`src/rtl/uart_fifo_bridge.sv`:
```
// Byte-buffering bridge between the bus side and the simpleuart register port:
// a TX FIFO feeding reg_dat_we/di and an RX FIFO filled from reg_dat_re/do.
module uart_fifo_bridge #(
    parameter int DEPTH_LOG2 = 4
) (
    input  logic                  clk,
    input  logic                  resetn,
    input  logic                  flush,
    input  logic                  tx_valid,
    input  logic [7:0]            tx_data,
    output logic                  tx_ready,
    output logic                  rx_valid,
    output logic [7:0]            rx_data,
    input  logic                  rx_ready,
    output logic [DEPTH_LOG2:0]   tx_count,
    output logic [DEPTH_LOG2:0]   rx_count,
    output logic                  uart_dat_we,
    output logic [31:0]           uart_dat_di,
    input  logic                  uart_dat_wait,
    output logic                  uart_dat_re,
    input  logic [31:0]           uart_dat_do
);
    localparam int DEPTH = 1 << DEPTH_LOG2;
    localparam logic [DEPTH_LOG2:0]   FULL    = (DEPTH_LOG2 + 1)'(DEPTH);
    localparam logic [DEPTH_LOG2:0]   CNT_ONE = (DEPTH_LOG2 + 1)'(1);
    localparam logic [DEPTH_LOG2-1:0] PTR_ONE = DEPTH_LOG2'(1);

    logic [7:0] tx_mem [DEPTH];
    logic [7:0] rx_mem [DEPTH];

    logic [DEPTH_LOG2-1:0] tx_wr_ptr_q, tx_wr_ptr_d, tx_rd_ptr_q, tx_rd_ptr_d;
    logic [DEPTH_LOG2-1:0] rx_wr_ptr_q, rx_wr_ptr_d, rx_rd_ptr_q, rx_rd_ptr_d;
    logic [DEPTH_LOG2:0]   tx_count_q, tx_count_d, rx_count_q, rx_count_d;

    logic tx_push, tx_pop, rx_push, rx_pop, rx_byte_avail;

    assign tx_ready = (tx_count_q != FULL);
    assign rx_valid = (rx_count_q != '0);
    assign tx_count = tx_count_q;
    assign rx_count = rx_count_q;
    assign rx_data  = rx_mem[rx_rd_ptr_q];

    assign tx_push = tx_valid && tx_ready;
    assign rx_pop  = rx_valid && rx_ready;

    // Strobes come only from registered counts, so a fresh push never pops in its own cycle.
    assign uart_dat_we = resetn && !flush && (tx_count_q != '0);
    assign uart_dat_di = (tx_count_q != '0) ? {24'd0, tx_mem[tx_rd_ptr_q]} : 32'd0;
    assign tx_pop      = uart_dat_we && !uart_dat_wait;

    // The core reports "no byte" as all ones; any zero upper field means a byte is waiting.
    assign rx_byte_avail = (uart_dat_do[31:8] == 24'd0);
    assign uart_dat_re   = resetn && !flush && rx_byte_avail && (rx_count_q != FULL);
    assign rx_push       = uart_dat_re;

    always_comb begin
        tx_wr_ptr_d = tx_wr_ptr_q;
        tx_rd_ptr_d = tx_rd_ptr_q;
        tx_count_d  = tx_count_q;
        rx_wr_ptr_d = rx_wr_ptr_q;
        rx_rd_ptr_d = rx_rd_ptr_q;
        rx_count_d  = rx_count_q;

        if (tx_push) tx_wr_ptr_d = tx_wr_ptr_q + PTR_ONE;
        if (tx_pop)  tx_rd_ptr_d = tx_rd_ptr_q + PTR_ONE;
        case ({tx_push, tx_pop})
            2'b10:   tx_count_d = tx_count_q + CNT_ONE;
            2'b01:   tx_count_d = tx_count_q - CNT_ONE;
            default: tx_count_d = tx_count_q;
        endcase

        if (rx_push) rx_wr_ptr_d = rx_wr_ptr_q + PTR_ONE;
        if (rx_pop)  rx_rd_ptr_d = rx_rd_ptr_q + PTR_ONE;
        case ({rx_push, rx_pop})
            2'b10:   rx_count_d = rx_count_q + CNT_ONE;
            2'b01:   rx_count_d = rx_count_q - CNT_ONE;
            default: rx_count_d = rx_count_q;
        endcase
    end

    always_ff @(posedge clk) begin
        if (!resetn || flush) begin
            tx_wr_ptr_q <= '0;
            tx_rd_ptr_q <= '0;
            tx_count_q  <= '0;
            rx_wr_ptr_q <= '0;
            rx_rd_ptr_q <= '0;
            rx_count_q  <= '0;
        end else begin
            tx_wr_ptr_q <= tx_wr_ptr_d;
            tx_rd_ptr_q <= tx_rd_ptr_d;
            tx_count_q  <= tx_count_d;
            rx_wr_ptr_q <= rx_wr_ptr_d;
            rx_rd_ptr_q <= rx_rd_ptr_d;
            rx_count_q  <= rx_count_d;
        end
    end

    // Storage carries no reset; stale entries are never visible because counts gate them.
    for (genvar gi = 0; gi < DEPTH; gi++) begin : g_mem
        always_ff @(posedge clk) begin
            if (tx_push && (tx_wr_ptr_q == DEPTH_LOG2'(gi))) tx_mem[gi] <= tx_data;
            if (rx_push && (rx_wr_ptr_q == DEPTH_LOG2'(gi))) rx_mem[gi] <= uart_dat_do[7:0];
        end
    end

endmodule
```
`config.mk`:
```
export PLATFORM = sky130hd
export DESIGN_NAME = uart_fifo_bridge
export DESIGN_NICKNAME = d
export VERILOG_FILES = /design/src/rtl/uart_fifo_bridge.sv
export SDC_FILE = /design/constraint.sdc
export NUM_CORES = 1
export LEC_CHECK = 0
export CORE_ASPECT_RATIO = 1.5
export CORE_UTILIZATION = 59
export CTS_CLUSTER_DIAMETER = 50
export CTS_CLUSTER_SIZE = 28
export DETAILED_ROUTE_END_ITERATION = 16
export HOLD_SLACK_MARGIN = 0.03
export PLACE_DENSITY_LB_ADDON = 0.05
export SYNTH_ARGS = -nofsm -noshare
export SYNTH_HDL_FRONTEND = slang
export SYNTH_SLANG_ARGS = --single-unit
```
`constraint.sdc`:
```
create_clock -name clk -period 5.2 [get_ports clk]
set_input_delay 0.52 -clock clk [delete_from_list [all_inputs] [get_ports clk]]
set_output_delay 0.52 -clock clk [all_outputs]
set_load 0.02 [all_outputs]
```
==> out/results.env <==
MAXCAPVIOLATIONS=0
CTS-BUFFERS-INSERTED=16
FIRST_GLOBAL_VIAS=6107
R2R_END='rx_count[4]'
NETSWITCHINGPOWER_uW=822
CLOCK_PERIOD_MINUS_WORST_SLACK_NS=3.87
GRT_SETUP_UNREPAIRED='no'
TIMING.SETUP.TNS_NS=0
DESIGN.FINAL.NETS=771
RUN_STATUS='completed'
DIEHEIGHT_UM=175
GRT_ANTENNA_BEFORE_REPAIR=1
LAYOUT-DRIVE-GT1-SHARE=0.168
DETAILED_PLACE_HPWL_MM=14.8
GP_CONGESTION=0.761
FF2FF_SETUP_SLACK_NS=1.98
CTS-HOLD-FIX-BUFFERS=0
N_FILL_CELL=1293
WHS_ENDPOINT='tx_rd_ptr_q[3]'
POSTSYNTHREGISTERBITS=290
FINALCLOCKSKEW_NS=0.0270
SYNTHESIS.AREA_SQ_UM=11700
ASR_FLOP_RATIO_SYNTH=0
CLK_LATENCY_NS=0.50
SYN_TO_FINAL_GROWTH_PCT=12.4
GRT_FIRST_PASS_WIRELENGTH_MM=32.8
DR_WL_CELL_UM=21.6
MULTIINPUTGATEAREA_SQ_UM=3070
WORST_MIN_DELAY_PATH_CLASS='flop to flop'
ROW_COUNT=62
FINALMAXSLEWVIOLATIONS=0
START_UTIL=0.606
TOTALPOWERFINAL_uW=4050
OVERFLOW=0
TIMING.FINAL.SETUP_VIOLATIONS=0
WORSTHOLDSTART='tx_rd_ptr_q[3]'
GRT_MAX_DEGREE=33
POWER.SEQUENTIAL.FRACTION=0.628
DRT_PASS_1_ITERS=4
POST_CTS_BUFFERS=0
CTS_MAX_LEVEL=1
YS_TYPES=44
FINAL_ANTENNA_NET_COUNT=0
DIE_W_UM=117
PERIOD_SHARE=0.745
MAXCLOCKFREQUENCY_MHz=258
COUNT_OF_FLIP_FLOPS_WITH_A_BUILT_IN_ENABLE_AFTER_SYNTHESIS=256
WORST_PIN_SLEW_NS=1.12
WORST_EP_REQUIRED_TIME_NS=4.68
YOSYSWARNINGCOUNT=0
HOLD_PATH_DEPTH=1
NUM_VIAS=5702
WORST_IR_DROP_VDD_V=0.000391
SYNTH_FLOP_CELL='edfxtp_1'
CTS_TREE='built'
CRITICAL_PATH_TYPE='flop to output pin'
RR_STARTPOINT='rx_count[2]'
DRTITER0DRC=319
DRT_DRC_VIOLATIONS_LEFT=0
PLACE.PORT_BUFFERS=75
CRITICAL_PATH.ENDPOINT_TYPE='output pin'
RR_WORST_DEPTH=12
TIMING_HOLD_VIOLATIONS_FINAL=0
POWER.SHARE.COMBINATIONAL=0.034
ROOT_BUFFER='clkbuf_16'
MAX-CLOCK-PATH-BUFFERS=3
PLEAK_uW=0.00406
DIEAREA_SQ_UM=20400
FLOORPLAN.IO_PINS=100
SYN_AREA_PER_CELL_SQ_UM=18.4
REGISTER_AREA_SQ_UM=8370
POST_DRT_VIA_CELL_RATIO=5.86
PATH_CLK_SLEW_NS=0.10
NETLIST_INSTANCES=635
POWER.CLOCK.FRACTION=0.338
CTS-RESIZED-GATES=0
CRITPATHMAXFANOUT=25
CORE_AREA_SQ_UM=19300
PWR_DENSITY_CELL_nW_PER_UM2=307
GROUTE.USAGE.OVERALL=0.219
FINALWIRELENGTH_MM=21.0
POWER.INTERNAL_uW=3220
WORST_SETUP_PATH_START_KIND='flop'
CTS_NUM_SINKS=290
POWER.SHARE.SWITCHING=0.203
CP_DATA_ARRIVAL_TIME_NS=3.35
FRACTION_OF_THE_YOSYS_AREA_TAKEN_BY_SEQUENTIAL_CELLS=0.714
SLEW-LIMIT-HEADROOM=0.253
==> layout by cell type (no fill, tap or decap), drive strengths merged, types with 4 or more instances in the layout <==
master         instances
edfxtp               256
clkdlybuf4s50         75
mux4                  72
nor2                  49
dfxtp                 34
conb                  24
mux2i                 18
clkbuf                18
inv                   18
ha                    17
nand2                 15
buf                   12
xor2                  10
o22ai                 10
nor3                  10
a21oi                  9
nor4                   9
nand2b                 7
xnor2                  7
o21ai                  7
nand3                  6
nand4                  4
==> synth_stat cells, drive strengths merged, types with 6 or more instances <==
master  instances  share of area
xnor2           7         0.0052
mux2i          18          0.015
clkbuf         15         0.0048
xor2           10         0.0075
o21ai           7         0.0030
a21oi           9         0.0038
nand3           6         0.0026
ha             17          0.018
nand2          15         0.0048
nor2           49          0.016
dfxtp          34          0.058
edfxtp        256           0.66
nand2b          7         0.0037
o22ai          10         0.0053
buf            41          0.022
mux4           72           0.14
nor4            9         0.0064
nor3           10         0.0047
inv            13         0.0042
==> worst max-delay path by stage <==
stage               startpoint     endpoint  slack, ns  cells after the start
6_report                  flop   rx_data[4]       1.33                      4
5_1_grt                   flop   rx_data[4]       1.08                      4
4_1_cts                   flop   rx_data[4]       1.25                      4
3_5_place_dp            resetn  rx_count[4]       1.33                     13
3_3_place_gp             flush  rx_count[4]       1.57                     13
2_1_floorplan  uart_dat_do[12]  rx_count[4]       1.90                     13
==> area by class of cell <==
cell class / instances / area share
Antenna cell: 1 / 0.000190
Clock buffer: 18 / 0.0326
Clock inverter: 9 / 0.00684
Inverter: 13 / 0.00371
Multi-Input combinational cell: 299 / 0.233
Sequential cell: 290 / 0.636
Tap cell: 256 / 0.0243
Timing Repair Buffer: 87 / 0.0638
==> per-stage QoR <==
step / std cells / instance area, sq um / utilization / setup WS (ns) / hold WS [ns]
after floorplan: 658 / 11800 / - / 1.90 / 0.427
after global placement: 945 / 12600 / 0.655 / 1.57 / 0.458
after detailed placement: 945 / 12600 / 0.655 / 1.33 / 0.449
after CTS: 972 / 13200 / 0.682 / 1.25 / 0.466
after global routing: 973 / 13200 / 0.682 / 1.08 / 0.487
final: 973 / 13200 / 0.682 / 1.33 / 0.465
==> kinds of logic after synthesis <==
logic type               Yosys count  synth area share
buffers and inverters             69            0.0311
AO/OA/AOI/OAI                     37            0.0197
multiplexers                      90             0.154
flip-flops                       290             0.714
AND/OR/NAND/NOR                  113            0.0481
other                              1          0.000320
XOR/XNOR                          17            0.0127
adder cells (fa/ha/maj)           18            0.0199
==> worst max-delay path: stages (launching register included) <==
cell and delay, ns:
dfxtp_2 0.92, buf_4 0.35, mux4_2 0.56, mux4_2 0.46
clkdlybuf4s50_1 0.55
==> power by group through the flow <==
stage	Combinational [uW]	Sequential (uW)	Clock, uW
after global placement	133	2590	0
after detailed placement	139	2590	0
final	139	2540	1370
after CTS	139	2540	1390
after global routing	150	2540	1460
after floorplan	72.8	2590	0
==> state kept, by name, summed over array words and instances (netlist names), named ones only <==
name	flops
rx_mem	128
tx_mem	128
rx_count	5
tx_count	5
rx_rd_ptr_q	4
rx_wr_ptr_q	4
tx_rd_ptr_q	4
tx_wr_ptr_q	4
==> layer usage <==
| layer | track usage | vias up | routed length (um) |
|---|---|---|---|
| met5 | 0 | - | 0 |
| met3 | 0.0248 | 42 | 540 |
| met1 | 0.244 | 2954 | 7600 |
| li1 | - | 2591 | - |
| met2 | 0.420 | 115 | 12300 |
| met4 | 0.0791 | 0 | 594 |
Power figures use the tool's default switching activity.
